**config.mk**
```make
export PLATFORM = sky130hd
export DESIGN_NAME = univ_shift_reg
export DESIGN_NICKNAME = d
export VERILOG_FILES = /design/src/rtl/univ_shift_reg_pkg.sv /design/src/rtl/univ_shift_reg_shift_cell.sv /design/src/rtl/univ_shift_reg.sv
export SDC_FILE = /design/constraint.sdc
export NUM_CORES = 1
export LEC_CHECK = 0
export CAP_MARGIN = 20
export CORE_ASPECT_RATIO = 1.1
export CORE_UTILIZATION = 42
export DETAILED_ROUTE_END_ITERATION = 10
export PLACE_DENSITY = 0.84
export SETUP_SLACK_MARGIN = 0.05
export SLEW_MARGIN = 20
export SYNTH_ARGS = -nofsm -noshare
export SYNTH_HDL_FRONTEND = slang
export SYNTH_SLANG_ARGS = --single-unit
```
**constraint.sdc**
```tcl
create_clock -name Clk -period 3.3 [get_ports Clk]
set_input_delay 0.33 -clock Clk [delete_from_list [all_inputs] [get_ports Clk]]
set_output_delay 0.33 -clock Clk [all_outputs]
set_load 0.01 [all_outputs]
```
**src/rtl/univ_shift_reg_pkg.sv**
```systemverilog
// Shared mode encoding and sizing helper for the universal shift register.
package univ_shift_reg_pkg;

    localparam logic [1:0] MODE_HOLD = 2'b00;
    localparam logic [1:0] MODE_SHR  = 2'b01;
    localparam logic [1:0] MODE_SHL  = 2'b10;
    localparam logic [1:0] MODE_LOAD = 2'b11;

    // Counter must be able to hold the value WIDTH itself, not just WIDTH-1.
    function automatic int cnt_width(input int width);
        return $clog2(width + 1);
    endfunction

endpackage

```
**src/rtl/univ_shift_reg_shift_cell.sv**
```systemverilog
// One storage bit of the shift register: synchronous reset value plus a
// 4:1 next-state mux (hold / upper neighbour / lower neighbour / load data).
module shift_cell
    import univ_shift_reg_pkg::*;
#(
    parameter logic RST_BIT = 1'b0
) (
    input  logic       i_clk,
    input  logic       i_rst,
    input  logic [1:0] i_mode,
    input  logic       i_from_hi,
    input  logic       i_from_lo,
    input  logic       i_d,
    output logic       o_q
);

    logic r_q;
    logic w_next;

    always_comb begin
        w_next = r_q;
        case (i_mode)
            MODE_SHR:  w_next = i_from_hi;
            MODE_SHL:  w_next = i_from_lo;
            MODE_LOAD: w_next = i_d;
            default:   w_next = r_q;
        endcase
    end

    always_ff @(posedge i_clk) begin
        if (i_rst) begin
            r_q <= RST_BIT;
        end else begin
            r_q <= w_next;
        end
    end

    assign o_q = r_q;

endmodule

```
**src/rtl/univ_shift_reg.sv**
```systemverilog
// Parametrised universal shift register with gate, shift counter and Done flag.
// Optional rotate mode (port Rot) is enabled by defining UNIV_SHIFT_REG_ROTATE_EN.
module univ_shift_reg
    import univ_shift_reg_pkg::*;
#(
    parameter int               WIDTH     = 8,
    parameter logic [WIDTH-1:0] RESET_VAL = {WIDTH{1'b0}}
) (
    input  logic                               Clk,
    input  logic                               Reset,
    input  logic                               G,
    input  logic [1:0]                         S,
    input  logic [WIDTH-1:0]                   D,
    input  logic                               SinR,
    input  logic                               SinL,
`ifdef UNIV_SHIFT_REG_ROTATE_EN
    input  logic                               Rot,
`endif
    output logic [WIDTH-1:0]                   Q,
    output logic [WIDTH-1:0]                   Q1,
    output logic                               SoutR,
    output logic                               SoutL,
    output logic [cnt_width(WIDTH)-1:0]        CNT,
    output logic                               Done
);

    localparam int             CW      = cnt_width(WIDTH);
    localparam logic [CW-1:0]  CNT_MAX = CW'(WIDTH);

    logic [WIDTH-1:0] w_q;
    logic [1:0]       w_mode;
    logic             w_ser_hi;
    logic             w_ser_lo;
    logic [CW-1:0]    r_cnt;

    // A closed gate collapses every mode to hold before it reaches the cells.
    assign w_mode = G ? S : MODE_HOLD;

`ifdef UNIV_SHIFT_REG_ROTATE_EN
    assign w_ser_hi = Rot ? w_q[0]       : SinR;
    assign w_ser_lo = Rot ? w_q[WIDTH-1] : SinL;
`else
    assign w_ser_hi = SinR;
    assign w_ser_lo = SinL;
`endif

    for (genvar i = 0; i < WIDTH; i++) begin : g_cell
        logic w_hi;
        logic w_lo;

        if (i == WIDTH - 1) begin : g_top
            assign w_hi = w_ser_hi;
        end else begin : g_mid_hi
            assign w_hi = w_q[i+1];
        end

        if (i == 0) begin : g_bot
            assign w_lo = w_ser_lo;
        end else begin : g_mid_lo
            assign w_lo = w_q[i-1];
        end

        shift_cell #(
            .RST_BIT (RESET_VAL[i])
        ) u_cell (
            .i_clk     (Clk),
            .i_rst     (Reset),
            .i_mode    (w_mode),
            .i_from_hi (w_hi),
            .i_from_lo (w_lo),
            .i_d       (D[i]),
            .o_q       (w_q[i])
        );
    end

    // Saturating count of shifts since the last load; never wraps.
    always_ff @(posedge Clk) begin
        if (Reset) begin
            r_cnt <= '0;
        end else begin
            case (w_mode)
                MODE_LOAD: r_cnt <= '0;
                MODE_SHR,
                MODE_SHL: begin
                    if (r_cnt != CNT_MAX) begin
                        r_cnt <= r_cnt + CW'(1);
                    end
                end
                default: r_cnt <= r_cnt;
            endcase
        end
    end

    assign Q     = w_q;
    assign Q1    = ~w_q;
    assign SoutR = w_q[0];
    assign SoutL = w_q[WIDTH-1];
    assign CNT   = r_cnt;
    assign Done  = (r_cnt == CNT_MAX);

endmodule

```
==> impl_metrics.prom <==
# TYPE chip_impl_metric gauge
chip_impl_info{name="outcome",value="finished clean"} 1
chip_impl_metric{name="totalNegativeSetupSlack",unit="ns"} 0
chip_impl_metric{name="routabilityCongestion",unit=""} 0.727
chip_impl_metric{name="hold_ws",unit="ns"} 0.509
chip_impl_metric{name="fin_crit_sh",unit=""} 0.628
chip_impl_metric{name="globalRouteMet3Util",unit=""} 0.0392
chip_impl_metric{name="leakagePower",unit="nW"} 0.401
chip_impl_metric{name="postCtsResizedCells",unit=""} 0
chip_impl_info{name="dominantRegCellSynth",value="sky130_fd_sc_hd__dfxtp_1"} 1
chip_impl_metric{name="num-nets-final",unit=""} 135
chip_impl_metric{name="grt_antenna_before_repair",unit=""} 0
chip_impl_info{name="synthTopCellsByArea",value="sky130_fd_sc_hd__dfxtp_1, sky130_fd_sc_hd__buf_4, sky130_fd_sc_hd__a221o_1, sky130_fd_sc_hd__inv_1, sky130_fd_sc_hd__a22oi_1"} 1
chip_impl_metric{name="skew",unit="ns"} 0.00117
chip_impl_metric{name="gr-usage-met1",unit=""} 0.222
chip_impl_metric{name="timing_worst_slew_pin_value",unit="ns"} 0.591
chip_impl_metric{name="finalWorstPathRequiredPeriod",unit="ns"} 2.07
chip_impl_metric{name="grt_pass1_vias",unit=""} 654
chip_impl_metric{name="global_route.overflow_total",unit=""} 0
chip_impl_info{name="worstSetupStartpointType",value="primary input"} 1
chip_impl_metric{name="clk_pin_slew",unit="ns"} 0.07
chip_impl_metric{name="clock.fmax",unit="MHz"} 482
chip_impl_info{name="yosysTopAreaCell",value="sky130_fd_sc_hd__dfxtp_1"} 1
chip_impl_info{name="end_kind",value="flip-flop"} 1
chip_impl_metric{name="arrival",unit="ns"} 2.28
chip_impl_metric{name="synth_largest_type_area_fraction",unit=""} 0.315
chip_impl_metric{name="synth.cell_area",unit="µm²"} 763
chip_impl_metric{name="cts_num_sinks",unit=""} 12
chip_impl_metric{name="initialDrtViolationCount",unit=""} 8
chip_impl_metric{name="crit_fanout",unit=""} 13
chip_impl_info{name="layer_with_the_highest_usage_after_global_routing",value="met2"} 1
chip_impl_metric{name="post_drt_via_cell_ratio",unit=""} 5.58
chip_impl_metric{name="clock_latency",unit="ns"} 0.27
chip_impl_metric{name="netlist_instances",unit=""} 90
chip_impl_metric{name="hpwl",unit="µm"} 1400
chip_impl_metric{name="cts.hold.buffers_added",unit=""} 0
chip_impl_metric{name="worst_slew_margin_rel",unit=""} 0.603
chip_impl_metric{name="route.vias.total",unit=""} 736
chip_impl_metric{name="synth_async_reset_ratio",unit=""} 0
chip_impl_info{name="tritoncts",value="yes"} 1
chip_impl_metric{name="wire_length_of_the_first_global_routing_pass",unit="µm"} 2870
chip_impl_metric{name="floorplan.core_area",unit="µm²"} 1630
chip_impl_metric{name="number_of_buffers_created_by_cts",unit=""} 3
chip_impl_metric{name="synth.lib_cells_used.distinct",unit=""} 32
chip_impl_metric{name="grt_use_total",unit=""} 0.199
chip_impl_metric{name="num_io_pins",unit=""} 38
chip_impl_info{name="worst-setup-path-type",value="primary input to flip-flop"} 1
chip_impl_info{name="hp-class",value="flip-flop to flip-flop"} 1
chip_impl_metric{name="number_of_nets_with_antenna_violations_after_routing",unit=""} 0
chip_impl_info{name="timing.critical_path.cells",value="clkdlybuf4s50_1 > nand2_1 > ha_1 > nand2b_1 > or3_1 > a21oi_1"} 1
chip_impl_metric{name="cap_violations",unit=""} 0
chip_impl_metric{name="finalHoldViolCount",unit=""} 0
chip_impl_metric{name="worst_path_buf_inv",unit=""} 1
chip_impl_metric{name="required",unit="ns"} 3.51
chip_impl_info{name="final_cell_mix",value="sky130_fd_sc_hd__clkdlybuf4s50_1, sky130_fd_sc_hd__inv_1, sky130_fd_sc_hd__dfxtp_1"} 1
chip_impl_metric{name="area_delta_synth_final",unit="%"} 40.8
chip_impl_metric{name="rows",unit=""} 15
chip_impl_metric{name="grt.met2_usage",unit=""} 0.348
chip_impl_metric{name="max-vdd-ir-drop",unit="mV"} 0.215
chip_impl_metric{name="cts_htree_levels",unit=""} 1
chip_impl_metric{name="die_w",unit="µm"} 42.6
chip_impl_metric{name="port_buffers",unit=""} 37
chip_impl_metric{name="layout-drive-gt1-share",unit=""} 0.0522
chip_impl_metric{name="timing.critical_path.slowest_cell_delay",unit="ns"} 0.75
chip_impl_metric{name="synth_enable_flop_cells",unit=""} 0
chip_impl_metric{name="yosysSeqAreaShare",unit=""} 0.315
chip_impl_metric{name="pin_count_of_the_biggest_net_entering_global_routing",unit=""} 14
chip_impl_info{name="cpLargestDelayFamily",value="buffers and inverters"} 1
chip_impl_metric{name="yosys_warnings",unit=""} 0
chip_impl_metric{name="finalMaxSlewViolations",unit=""} 0
chip_impl_metric{name="dieHeight",unit="µm"} 46.7
chip_impl_metric{name="initial_core_util",unit=""} 0.467
chip_impl_metric{name="antenna_cells_inserted",unit=""} 0
chip_impl_info{name="leading_cell_type_in_the_layout_fill_and_taps_excluded",value="sky130_fd_sc_hd__clkdlybuf4s50_1"} 1
chip_impl_metric{name="avgSynthCellArea",unit="µm²"} 8.48
chip_impl_metric{name="post-route-drc-count",unit=""} 0
chip_impl_metric{name="finalWirelength",unit="µm"} 1830
chip_impl_metric{name="drt_pre_antenna_iters",unit=""} 4
chip_impl_metric{name="pwr_density_cell",unit="nW/µm²"} 316
chip_impl_info{name="cp_slowest_cell",value="sky130_fd_sc_hd__clkdlybuf4s50_1"} 1
chip_impl_metric{name="final-setup-viol-count",unit=""} 0
chip_impl_metric{name="synth_fp_nets",unit=""} 108
chip_impl_metric{name="cts_max_path_buffers",unit=""} 2
chip_impl_metric{name="number_of_flip_flops_and_latches_in_the_synthesized_netlist",unit=""} 12
chip_impl_metric{name="fill_count",unit=""} 151
chip_impl_info{name="cts_root_buffer",value="sky130_fd_sc_hd__clkbuf_4"} 1
chip_impl_metric{name="design.die.area",unit="µm²"} 1990
chip_impl_metric{name="wire_per_inst",unit="µm"} 13.9
chip_impl_info{name="rsz0062_at_grt",value="no"} 1
chip_impl_metric{name="post-cts-setup-buffers",unit=""} 0
## report_power, final
part / internal (mW) / total, mW / switching [mW]
logic: 0.0512 / 0.0886 / 0.0374
clock network: 0.0423 / 0.0907 / 0.0484
registers: 0.152 / 0.161 / 0.00907
total: 0.245 / 0.340 / 0.0949
## Yosys cell counts, types with 2 or more instances
cell type / n
sky130_fd_sc_hd__nand2_1: 5
sky130_fd_sc_hd__nor2_1: 6
sky130_fd_sc_hd__a32o_1: 2
sky130_fd_sc_hd__a22oi_1: 6
sky130_fd_sc_hd__o211ai_1: 2
sky130_fd_sc_hd__ha_1: 3
sky130_fd_sc_hd__a221o_1: 5
sky130_fd_sc_hd__a21oi_1: 3
sky130_fd_sc_hd__inv_1: 13
sky130_fd_sc_hd__buf_2: 3
sky130_fd_sc_hd__buf_4: 9
sky130_fd_sc_hd__o41ai_1: 2
sky130_fd_sc_hd__dfxtp_1: 12
## worst min-delay path, stage by stage (launching register included)
cell and delay [ns]:
sky130_fd_sc_hd__dfxtp_1 0.34, sky130_fd_sc_hd__nand2_1 0.07, sky130_fd_sc_hd__a21oi_1 0.06
## stage by stage
step | total power [mW] | utilization | std cells | instance area (µm²) | setup WS (ns)
finish | 0.340 | 0.658 | 132 | 1070 | 1.23
global route | 0.358 | 0.658 | 132 | 1070 | 1.12
CTS | 0.344 | 0.658 | 132 | 1070 | 1.22
detailed placement | 0.253 | 0.644 | 129 | 1050 | 0.948
global placement | 0.250 | 0.644 | 129 | 1050 | 1.03
floorplan | 0.212 | - | 90 | 763 | 1.70
## layer usage
layer / vias to the layer above / routed length [µm]
li1: 365 / -
met1: 334 / 762
met2: 32 / 913
met3: 5 / 118
met4: 0 / 38
met5: - / 0
## flip-flops by register name (all words and copies together), names as in the netlist
| name | flops |
|---|---|
| g_cell.u_cell.o_q | 8 |
| CNT | 4 |
## area by class of cell
type	instances	area (µm²)	area share
Inverter	13	48.8	0.0454
Timing Repair Buffer	37	370	0.345
Tap cell	17	21.3	0.0198
Multi-Input combinational cell	50	372	0.346
Clock buffer	3	22.5	0.0210
Sequential cell	12	240	0.224
## final timing paths
path,from,to,slack [ns],cells past startpoint
setup / recovery,S[0],CNT[2],1.23,6
hold / removal,g_cell[7].u_cell.o_q,g_cell[7].u_cell.o_q,0.51,2
setup reg to reg,CNT[0],CNT[2],1.80,5
hold reg to reg,g_cell[7].u_cell.o_q,g_cell[7].u_cell.o_q,0.51,2
## kinds of logic after synthesis
family	count (synthesis)	share of synthesized area
and+or+nand+nor	19	0.125
AOI/OAI and AO/OA	26	0.282
DFF	12	0.315
buffers and inverters	28	0.198
muxes	1	0.0197
xor gates and xnor gates	1	0.0115
adders and majority gates	3	0.0492
Power figures use the tool's default switching activity.
